[src/rtl/mcu_tx_response_arbiter_if.sv]
// Handshake/bus bundle between the MCU TX response arbiter and its neighbours
// (command decoder, parameter registers, data FIFO and MCU UART TX).
interface mcu_tx_response_arbiter_if #(
    parameter int unsigned DATA_WIDTH = 8
);
    logic                      cfg_ret_req;
    logic [5*DATA_WIDTH-1:0]   cfg_bus;
    logic                      ver_ret_req;
    logic                      fifo_empty;
    logic [DATA_WIDTH-1:0]     fifo_dout;
    logic                      fifo_rd;
    logic                      tx_available;
    logic [DATA_WIDTH-1:0]     data_to_uart_mcu;
    logic                      TX_use_mcu;
    logic                      AUX;
    logic [1:0]                grant_src;

    modport master (
        output cfg_ret_req, cfg_bus, ver_ret_req, fifo_empty, fifo_dout, tx_available,
        input  fifo_rd, data_to_uart_mcu, TX_use_mcu, AUX, grant_src
    );

    modport slave (
        input  cfg_ret_req, cfg_bus, ver_ret_req, fifo_empty, fifo_dout, tx_available,
        output fifo_rd, data_to_uart_mcu, TX_use_mcu, AUX, grant_src
    );
endinterface

[src/rtl/mcu_tx_response_arbiter.sv]
// Shares the MCU UART TX between config-return, version and FIFO data packets.
// Optional RESP_CHECKSUM_EN appends an XOR checksum byte to config/version packets.
module mcu_tx_response_arbiter #(
    parameter int unsigned          DATA_WIDTH       = 8,
    parameter logic [DATA_WIDTH-1:0] RET_CONFIG_HEAD  = 8'hC0,
    parameter logic [DATA_WIDTH-1:0] VERSION_PACKET_1 = 8'hC3,
    parameter logic [DATA_WIDTH-1:0] VERSION_PACKET_2 = 8'h32,
    parameter logic [DATA_WIDTH-1:0] VERSION_PACKET_3 = 8'h27,
    parameter logic [DATA_WIDTH-1:0] VERSION_PACKET_4 = 8'h02,
    parameter int unsigned          MAX_BURST        = 58
) (
    input logic                       internal_clk,
    input logic                       rst,
    mcu_tx_response_arbiter_if.slave  bus
);

    localparam logic [1:0] SrcNone = 2'd0;
    localparam logic [1:0] SrcCfg  = 2'd1;
    localparam logic [1:0] SrcVer  = 2'd2;
    localparam logic [1:0] SrcData = 2'd3;
    localparam logic [7:0] MaxBurst = 8'(MAX_BURST);

`ifdef RESP_CHECKSUM_EN
    localparam logic [2:0] CfgLen = 3'd7;
    localparam logic [2:0] VerLen = 3'd5;
`else
    localparam logic [2:0] CfgLen = 3'd6;
    localparam logic [2:0] VerLen = 3'd4;
`endif

    typedef enum logic [2:0] {StIdle, StFetch, StCapture, StLoad, StGuard} state_e;

    state_e                    state_q;
    logic                      cfg_pend_q, ver_pend_q;
    logic                      cfg_pend_d, ver_pend_d;
    logic [1:0]                src_q;
    logic [5*DATA_WIDTH-1:0]   cfg_snap_q;
    logic [DATA_WIDTH-1:0]     byte_q;
    logic [DATA_WIDTH-1:0]     data_q;
    logic [2:0]                idx_q;
    logic [7:0]                burst_q;
    logic                      tx_q, rd_q, aux_q;
    logic                      grant_cfg, grant_ver, grant_data;
    logic                      idle_next_ok;
    logic [DATA_WIDTH-1:0]     pkt_byte;
    logic [2:0]                pkt_len;

    assign bus.data_to_uart_mcu = data_q;
    assign bus.TX_use_mcu       = tx_q;
    assign bus.fifo_rd          = rd_q;
    assign bus.AUX              = aux_q;
    assign bus.grant_src        = src_q;

    // A new pulse wins over the grant-clear so a resend request is never lost.
    always_comb begin
        grant_cfg    = (state_q == StIdle) && cfg_pend_q;
        grant_ver    = (state_q == StIdle) && !cfg_pend_q && ver_pend_q;
        grant_data   = (state_q == StIdle) && !cfg_pend_q && !ver_pend_q && !bus.fifo_empty;
        cfg_pend_d   = bus.cfg_ret_req | (cfg_pend_q & ~grant_cfg);
        ver_pend_d   = bus.ver_ret_req | (ver_pend_q & ~grant_ver);
        idle_next_ok = !cfg_pend_d && !ver_pend_d && bus.fifo_empty;
        pkt_len      = (src_q == SrcCfg) ? CfgLen : VerLen;
    end

    always_comb begin
        pkt_byte = '0;
        if (src_q == SrcCfg) begin
            case (idx_q)
                3'd0:    pkt_byte = RET_CONFIG_HEAD;
                3'd1:    pkt_byte = cfg_snap_q[4*DATA_WIDTH +: DATA_WIDTH];
                3'd2:    pkt_byte = cfg_snap_q[3*DATA_WIDTH +: DATA_WIDTH];
                3'd3:    pkt_byte = cfg_snap_q[2*DATA_WIDTH +: DATA_WIDTH];
                3'd4:    pkt_byte = cfg_snap_q[1*DATA_WIDTH +: DATA_WIDTH];
                3'd5:    pkt_byte = cfg_snap_q[0 +: DATA_WIDTH];
`ifdef RESP_CHECKSUM_EN
                default: pkt_byte = RET_CONFIG_HEAD
                                    ^ cfg_snap_q[4*DATA_WIDTH +: DATA_WIDTH]
                                    ^ cfg_snap_q[3*DATA_WIDTH +: DATA_WIDTH]
                                    ^ cfg_snap_q[2*DATA_WIDTH +: DATA_WIDTH]
                                    ^ cfg_snap_q[1*DATA_WIDTH +: DATA_WIDTH]
                                    ^ cfg_snap_q[0 +: DATA_WIDTH];
`else
                default: pkt_byte = '0;
`endif
            endcase
        end else if (src_q == SrcVer) begin
            case (idx_q)
                3'd0:    pkt_byte = VERSION_PACKET_1;
                3'd1:    pkt_byte = VERSION_PACKET_2;
                3'd2:    pkt_byte = VERSION_PACKET_3;
                3'd3:    pkt_byte = VERSION_PACKET_4;
`ifdef RESP_CHECKSUM_EN
                default: pkt_byte = VERSION_PACKET_1 ^ VERSION_PACKET_2
                                    ^ VERSION_PACKET_3 ^ VERSION_PACKET_4;
`else
                default: pkt_byte = '0;
`endif
            endcase
        end else begin
            pkt_byte = byte_q;
        end
    end

    always_ff @(posedge internal_clk or posedge rst) begin
        if (rst) begin
            state_q    <= StIdle;
            cfg_pend_q <= 1'b0;
            ver_pend_q <= 1'b0;
            src_q      <= SrcNone;
            cfg_snap_q <= '0;
            byte_q     <= '0;
            data_q     <= '0;
            idx_q      <= '0;
            burst_q    <= '0;
            tx_q       <= 1'b0;
            rd_q       <= 1'b0;
            aux_q      <= 1'b0;
        end else begin
            cfg_pend_q <= cfg_pend_d;
            ver_pend_q <= ver_pend_d;
            tx_q       <= 1'b0;
            rd_q       <= 1'b0;
            aux_q      <= 1'b0;
            unique case (state_q)
                StIdle: begin
                    idx_q   <= '0;
                    burst_q <= '0;
                    if (grant_cfg) begin
                        src_q      <= SrcCfg;
                        cfg_snap_q <= bus.cfg_bus;
                        state_q    <= StLoad;
                    end else if (grant_ver) begin
                        src_q   <= SrcVer;
                        state_q <= StLoad;
                    end else if (grant_data) begin
                        src_q   <= SrcData;
                        rd_q    <= 1'b1;
                        state_q <= StFetch;
                    end else begin
                        aux_q <= idle_next_ok;
                    end
                end
                StFetch: state_q <= StCapture;
                StCapture: begin
                    byte_q  <= bus.fifo_dout;
                    state_q <= StLoad;
                end
                StLoad: begin
                    if (bus.tx_available) begin
                        data_q  <= pkt_byte;
                        tx_q    <= 1'b1;
                        state_q <= StGuard;
                        if (src_q == SrcData) burst_q <= burst_q + 8'd1;
                        else                  idx_q   <= idx_q + 3'd1;
                    end
                end
                StGuard: begin
                    if (src_q == SrcData && burst_q < MaxBurst && !bus.fifo_empty) begin
                        rd_q    <= 1'b1;
                        state_q <= StFetch;
                    end else if (src_q != SrcData && idx_q < pkt_len) begin
                        state_q <= StLoad;
                    end else begin
                        src_q   <= SrcNone;
                        aux_q   <= idle_next_ok;
                        state_q <= StIdle;
                    end
                end
                default: state_q <= StIdle;
            endcase
        end
    end

endmodule

[src/flat_wrapper.sv]
// flat-port wrapper written by rule: the top's interface ports become plain ports
module mcu_tx_response_arbiter_flat 
#(
    parameter int unsigned          DATA_WIDTH       = 8,
    parameter logic [DATA_WIDTH-1:0] RET_CONFIG_HEAD  = 8'hC0,
    parameter logic [DATA_WIDTH-1:0] VERSION_PACKET_1 = 8'hC3,
    parameter logic [DATA_WIDTH-1:0] VERSION_PACKET_2 = 8'h32,
    parameter logic [DATA_WIDTH-1:0] VERSION_PACKET_3 = 8'h27,
    parameter logic [DATA_WIDTH-1:0] VERSION_PACKET_4 = 8'h02,
    parameter int unsigned          MAX_BURST        = 58
)
  (internal_clk, rst, bus_cfg_ret_req, bus_cfg_bus, bus_ver_ret_req, bus_fifo_empty, bus_fifo_dout, bus_tx_available, bus_fifo_rd, bus_data_to_uart_mcu, bus_TX_use_mcu, bus_AUX, bus_grant_src);
  mcu_tx_response_arbiter_if #(.DATA_WIDTH(DATA_WIDTH)) bus_i ();
  input logic internal_clk;
  input logic rst;
  input wire logic [$bits(bus_i.cfg_ret_req)-1:0] bus_cfg_ret_req;
  input wire logic [$bits(bus_i.cfg_bus)-1:0] bus_cfg_bus;
  input wire logic [$bits(bus_i.ver_ret_req)-1:0] bus_ver_ret_req;
  input wire logic [$bits(bus_i.fifo_empty)-1:0] bus_fifo_empty;
  input wire logic [$bits(bus_i.fifo_dout)-1:0] bus_fifo_dout;
  input wire logic [$bits(bus_i.tx_available)-1:0] bus_tx_available;
  output wire logic [$bits(bus_i.fifo_rd)-1:0] bus_fifo_rd;
  output wire logic [$bits(bus_i.data_to_uart_mcu)-1:0] bus_data_to_uart_mcu;
  output wire logic [$bits(bus_i.TX_use_mcu)-1:0] bus_TX_use_mcu;
  output wire logic [$bits(bus_i.AUX)-1:0] bus_AUX;
  output wire logic [$bits(bus_i.grant_src)-1:0] bus_grant_src;
  assign bus_i.cfg_ret_req = bus_cfg_ret_req;
  assign bus_i.cfg_bus = bus_cfg_bus;
  assign bus_i.ver_ret_req = bus_ver_ret_req;
  assign bus_i.fifo_empty = bus_fifo_empty;
  assign bus_i.fifo_dout = bus_fifo_dout;
  assign bus_i.tx_available = bus_tx_available;
  assign bus_fifo_rd = bus_i.fifo_rd;
  assign bus_data_to_uart_mcu = bus_i.data_to_uart_mcu;
  assign bus_TX_use_mcu = bus_i.TX_use_mcu;
  assign bus_AUX = bus_i.AUX;
  assign bus_grant_src = bus_i.grant_src;
  mcu_tx_response_arbiter #(.DATA_WIDTH(DATA_WIDTH), .RET_CONFIG_HEAD(RET_CONFIG_HEAD), .VERSION_PACKET_1(VERSION_PACKET_1), .VERSION_PACKET_2(VERSION_PACKET_2), .VERSION_PACKET_3(VERSION_PACKET_3), .VERSION_PACKET_4(VERSION_PACKET_4), .MAX_BURST(MAX_BURST)) u_core (.internal_clk(internal_clk), .rst(rst), .bus(bus_i));
endmodule
[config.mk]
export PLATFORM = sky130hd
export DESIGN_NAME = mcu_tx_response_arbiter_flat
export DESIGN_NICKNAME = d
export VERILOG_FILES = /design/src/rtl/mcu_tx_response_arbiter_if.sv /design/src/rtl/mcu_tx_response_arbiter.sv /design/src/flat_wrapper.sv
export SDC_FILE = /design/constraint.sdc
export NUM_CORES = 1
export LEC_CHECK = 0
export CORE_ASPECT_RATIO = 0.75
export CORE_MARGIN = 5
export CORE_UTILIZATION = 32
export DETAILED_ROUTE_END_ITERATION = 7
export PLACE_DENSITY = 0.56
export SKIP_CTS_REPAIR_TIMING = 1
export SYNTH_ARGS = -nofsm -noshare
export SYNTH_HDL_FRONTEND = slang
export SYNTH_SLANG_ARGS = --single-unit
[constraint.sdc]
create_clock -name internal_clk -period 3.2 [get_ports internal_clk]
set_input_delay 0.48 -clock internal_clk [delete_from_list [all_inputs] [get_ports internal_clk]]
set_output_delay 0.48 -clock internal_clk [all_outputs]
set_load 0.1 [all_outputs]
==> qor.yml <==
setup_path:
  cpPeakStageDelay_ns: 0.50
  worst_ep_required_time_ns: 3.38
  r2r_start: "u_core.idx_q[1]$_DFFE_PP0P_"
  cp-start-kind: "flop"
  regToRegSetupSlack_ns: 0.93
  cp_max_fo: 18
  endpoint_kind: "flop"
  path_cells: "inv_1, ha_1, a32oi_1, o211ai_1, a221oi_1, a21oi_1"
  r2r_end: "u_core.bus.data_to_uart_mcu[5]$_DFFE_PP0P_"
  critical_path.slowest_cell: "a221oi_1"
  rr_worst_depth: 6
  arrival_ns: 2.44
  worst_path_dominant_cell_family: "compound AO/OA/AOI/OAI gates"
  crit_buf_inv: 1
  critical_path_class: "flop to flop"
sta:
  rsz0062_at_grt: "false"
  tns_ns: 0
  fin_crit_ns: 2.266
  finalSetupViolations: 0
  finalWorstSetupSlack_ns: 0.9345
  worst-slew-pin-transition_ns: 0.7856
  holdWs_ns: 0.5151
  hold_viol_final: 0
  max_slew_margin_pct: 47.63
  finClkSkew_ns: 0.008276
  slew_viol_final: 0
  fmax_mhz: 441.4
  final.period_utilization_pct: 70.80
global_route:
  grt_pass1_vias: 2837
  grt_max_degree: 49
  use_met3_pct: 3.656
  track_usage_pct: 13.66
  grt_pass1_wl_um: 15920
  overflow: 0
  antenna_found_initial: 0
  use_met1_pct: 21.22
  top_usage_layer: "met1"
  use_met2_pct: 18.31
worst_hold_path:
  hp-class: "flop to flop"
  min_from: "u_core.cfg_snap_q[26]$_DFFE_PP0P_"
  min_delay_worst_endpoint: "u_core.cfg_snap_q[26]$_DFFE_PP0P_"
  whs_path_depth: 1
floorplanning:
  die_height_um: 106.6
  core-area_sq_um: 12220
  io_pins: 67
  die_area_sq_um: 14790
  start_util_pct: 32.57
  die_w_um: 138.8
  core.rowCount: 35
drt:
  drt_first_iter_violations: 169
  wl_um: 9920
  ant_nets: 0
  wire_per_inst_um: 17.50
  firstDrtPassIters: 5
  via_per_inst: 4.940
  vias: 2801
  post-route-drc-count: 0
placed_design:
  gp_congestion: 0.8514
  place.detailed.hpwl_um: 7113
  portBuffers: 66
  place_ws_ns: 0.8498
  dpl.cell_count: 552
flow_run:
  maxCapViolCount: 0
final_layout:
  area_growth_syn_to_layout_pct: 25.41
  layout_commonest_cell: "dfrtp_1"
  multi_input_area_sq_um: 1831
  num-fill-cells: 1156
  layout.nets: 457
  layout-drive-gt1-share_pct: 21.95
  n_antenna_cell: 0
  finalNonFillerCells: 567
  layout_common_cells: "dfrtp_1 (77), clkdlybuf4s50_1 (53), mux2_4 (40)"
  regArea_sq_um: 1927
cts:
  cts_root_buffer: "clkbuf_16"
  htree_levels: 3
  cts_sinks: 77
  cts_tree: "done"
  clockBufferDepth: 2
  cts_buffers: 9
  clock_latency_ns: 0.33
  clk_pin_slew_ns: 0.06
synthesis:
  yosys_warnings: 0
  netlist.area_leader.share_pct: 48.43
  synth_cell_types: 49
  syn_inst: 340
  yosys_register_bits: 77
  synth.avg_cell_area_sq_um: 11.70
  postSynth.asyncResetShare_pct: 100.0
  yosysSeqAreaShare_pct: 48.43
  ys_top_cells_by_area: "dfrtp_1 (48%), mux2_4 (15%), nor2_1 (2.3%)"
  ys.flop_type: "dfrtp_1"
  synth_area_sq_um: 3979
  syn_nets: 400
  synth_top_area_cell: "dfrtp_1"
  synth-edff-count: 0
run_status:
  status: "finished clean"
power_and_ir_drop:
  powerDensity_nw_per_um2: 1040
  leakage_nw: 2.127
  irDropWorstVdd_mv: 0.4124
  total_power_mw: 5.189
routing by layer:
layer	wire length (um)	up-vias
li1	-	1349
met4	74	0
met1	5296	1369
met5	0	-
met2	4104	79
met3	444	4
synthesized netlist by cell type, drive strengths merged, types with 7 or more instances:
library cell and number:
o21ai 16, buf 17, nand2 16, dfrtp 77
inv 11, clkbuf 7, nor2 25, nand3 14
a22oi 8, a21oi 13, a31oi 7, mux2 46
power by group:
| group | leakage (nW) | switching [mW] | internal, mW |
|---|---|---|---|
| sequential | 0.929 | 0.370 | 1.41 |
| combinational | 1.05 | 1.35 | 1.05 |
| clock | 0.147 | 0.375 | 0.639 |
cells by family after synthesis:
logic type               Yosys count  share of synthesized area [%]
XOR/XNOR                           5                          1.101
AO/OA/AOI/OAI                     81                          13.96
multiplexers                      46                          16.79
flip-flops                        77                          48.43
adder cells (fa/ha/maj)            6                          1.887
buffers and inverters             35                          5.566
AND/OR/NAND/NOR                   90                          12.26
worst max-delay path by stage:
stage               cells past startpoint                                         end                   startpoint
floorplan                               1               u_core.burst_q[0]$_DFFE_PP0P_                          rst
global placement                        6               u_core.burst_q[6]$_DFFE_PP0P_             bus_tx_available
detailed placement                      6               u_core.burst_q[6]$_DFFE_PP0P_             bus_tx_available
CTS                                     6  u_core.bus.data_to_uart_mcu[5]$_DFFE_PP0P_  u_core.idx_q[1]$_DFFE_PP0P_
global route                            6  u_core.bus.data_to_uart_mcu[6]$_DFFE_PP0P_  u_core.idx_q[1]$_DFFE_PP0P_
finish                                  6  u_core.bus.data_to_uart_mcu[5]$_DFFE_PP0P_  u_core.idx_q[1]$_DFFE_PP0P_
per-stage QoR:
step | instance area (sq um) | util (%)
2_1_floorplan | 3979 | -
3_3_place_gp | 4690 | 38.38
3_5_place_dp | 4690 | 38.38
4_1_cts | 4990 | 40.84
5_1_grt | 4990 | 40.84
6_report | 4990 | 40.84
area by class of cell:
| type | count | area share [%] |
|---|---|---|
| repair buffers | 70 | 13.69 |
| well taps | 166 | 4.162 |
| clock buffers | 11 | 5.065 |
| flip-flops and latches | 77 | 38.62 |
| multi-input cells | 228 | 36.69 |
| inverters | 11 | 0.8275 |
| clock inverters | 4 | 0.9529 |
flip-flops by register name, indices dropped and copies added, names as in the netlist, 2 cells and up:
register                     count
u_core.byte_q                    8
u_core.cfg_snap_q               40
u_core.idx_q                     3
u_core.bus.data_to_uart_mcu      8
u_core.state_q                   3
u_core.bus.grant_src             2
u_core.burst_q                   8
(Power assumes the default switching activity.)
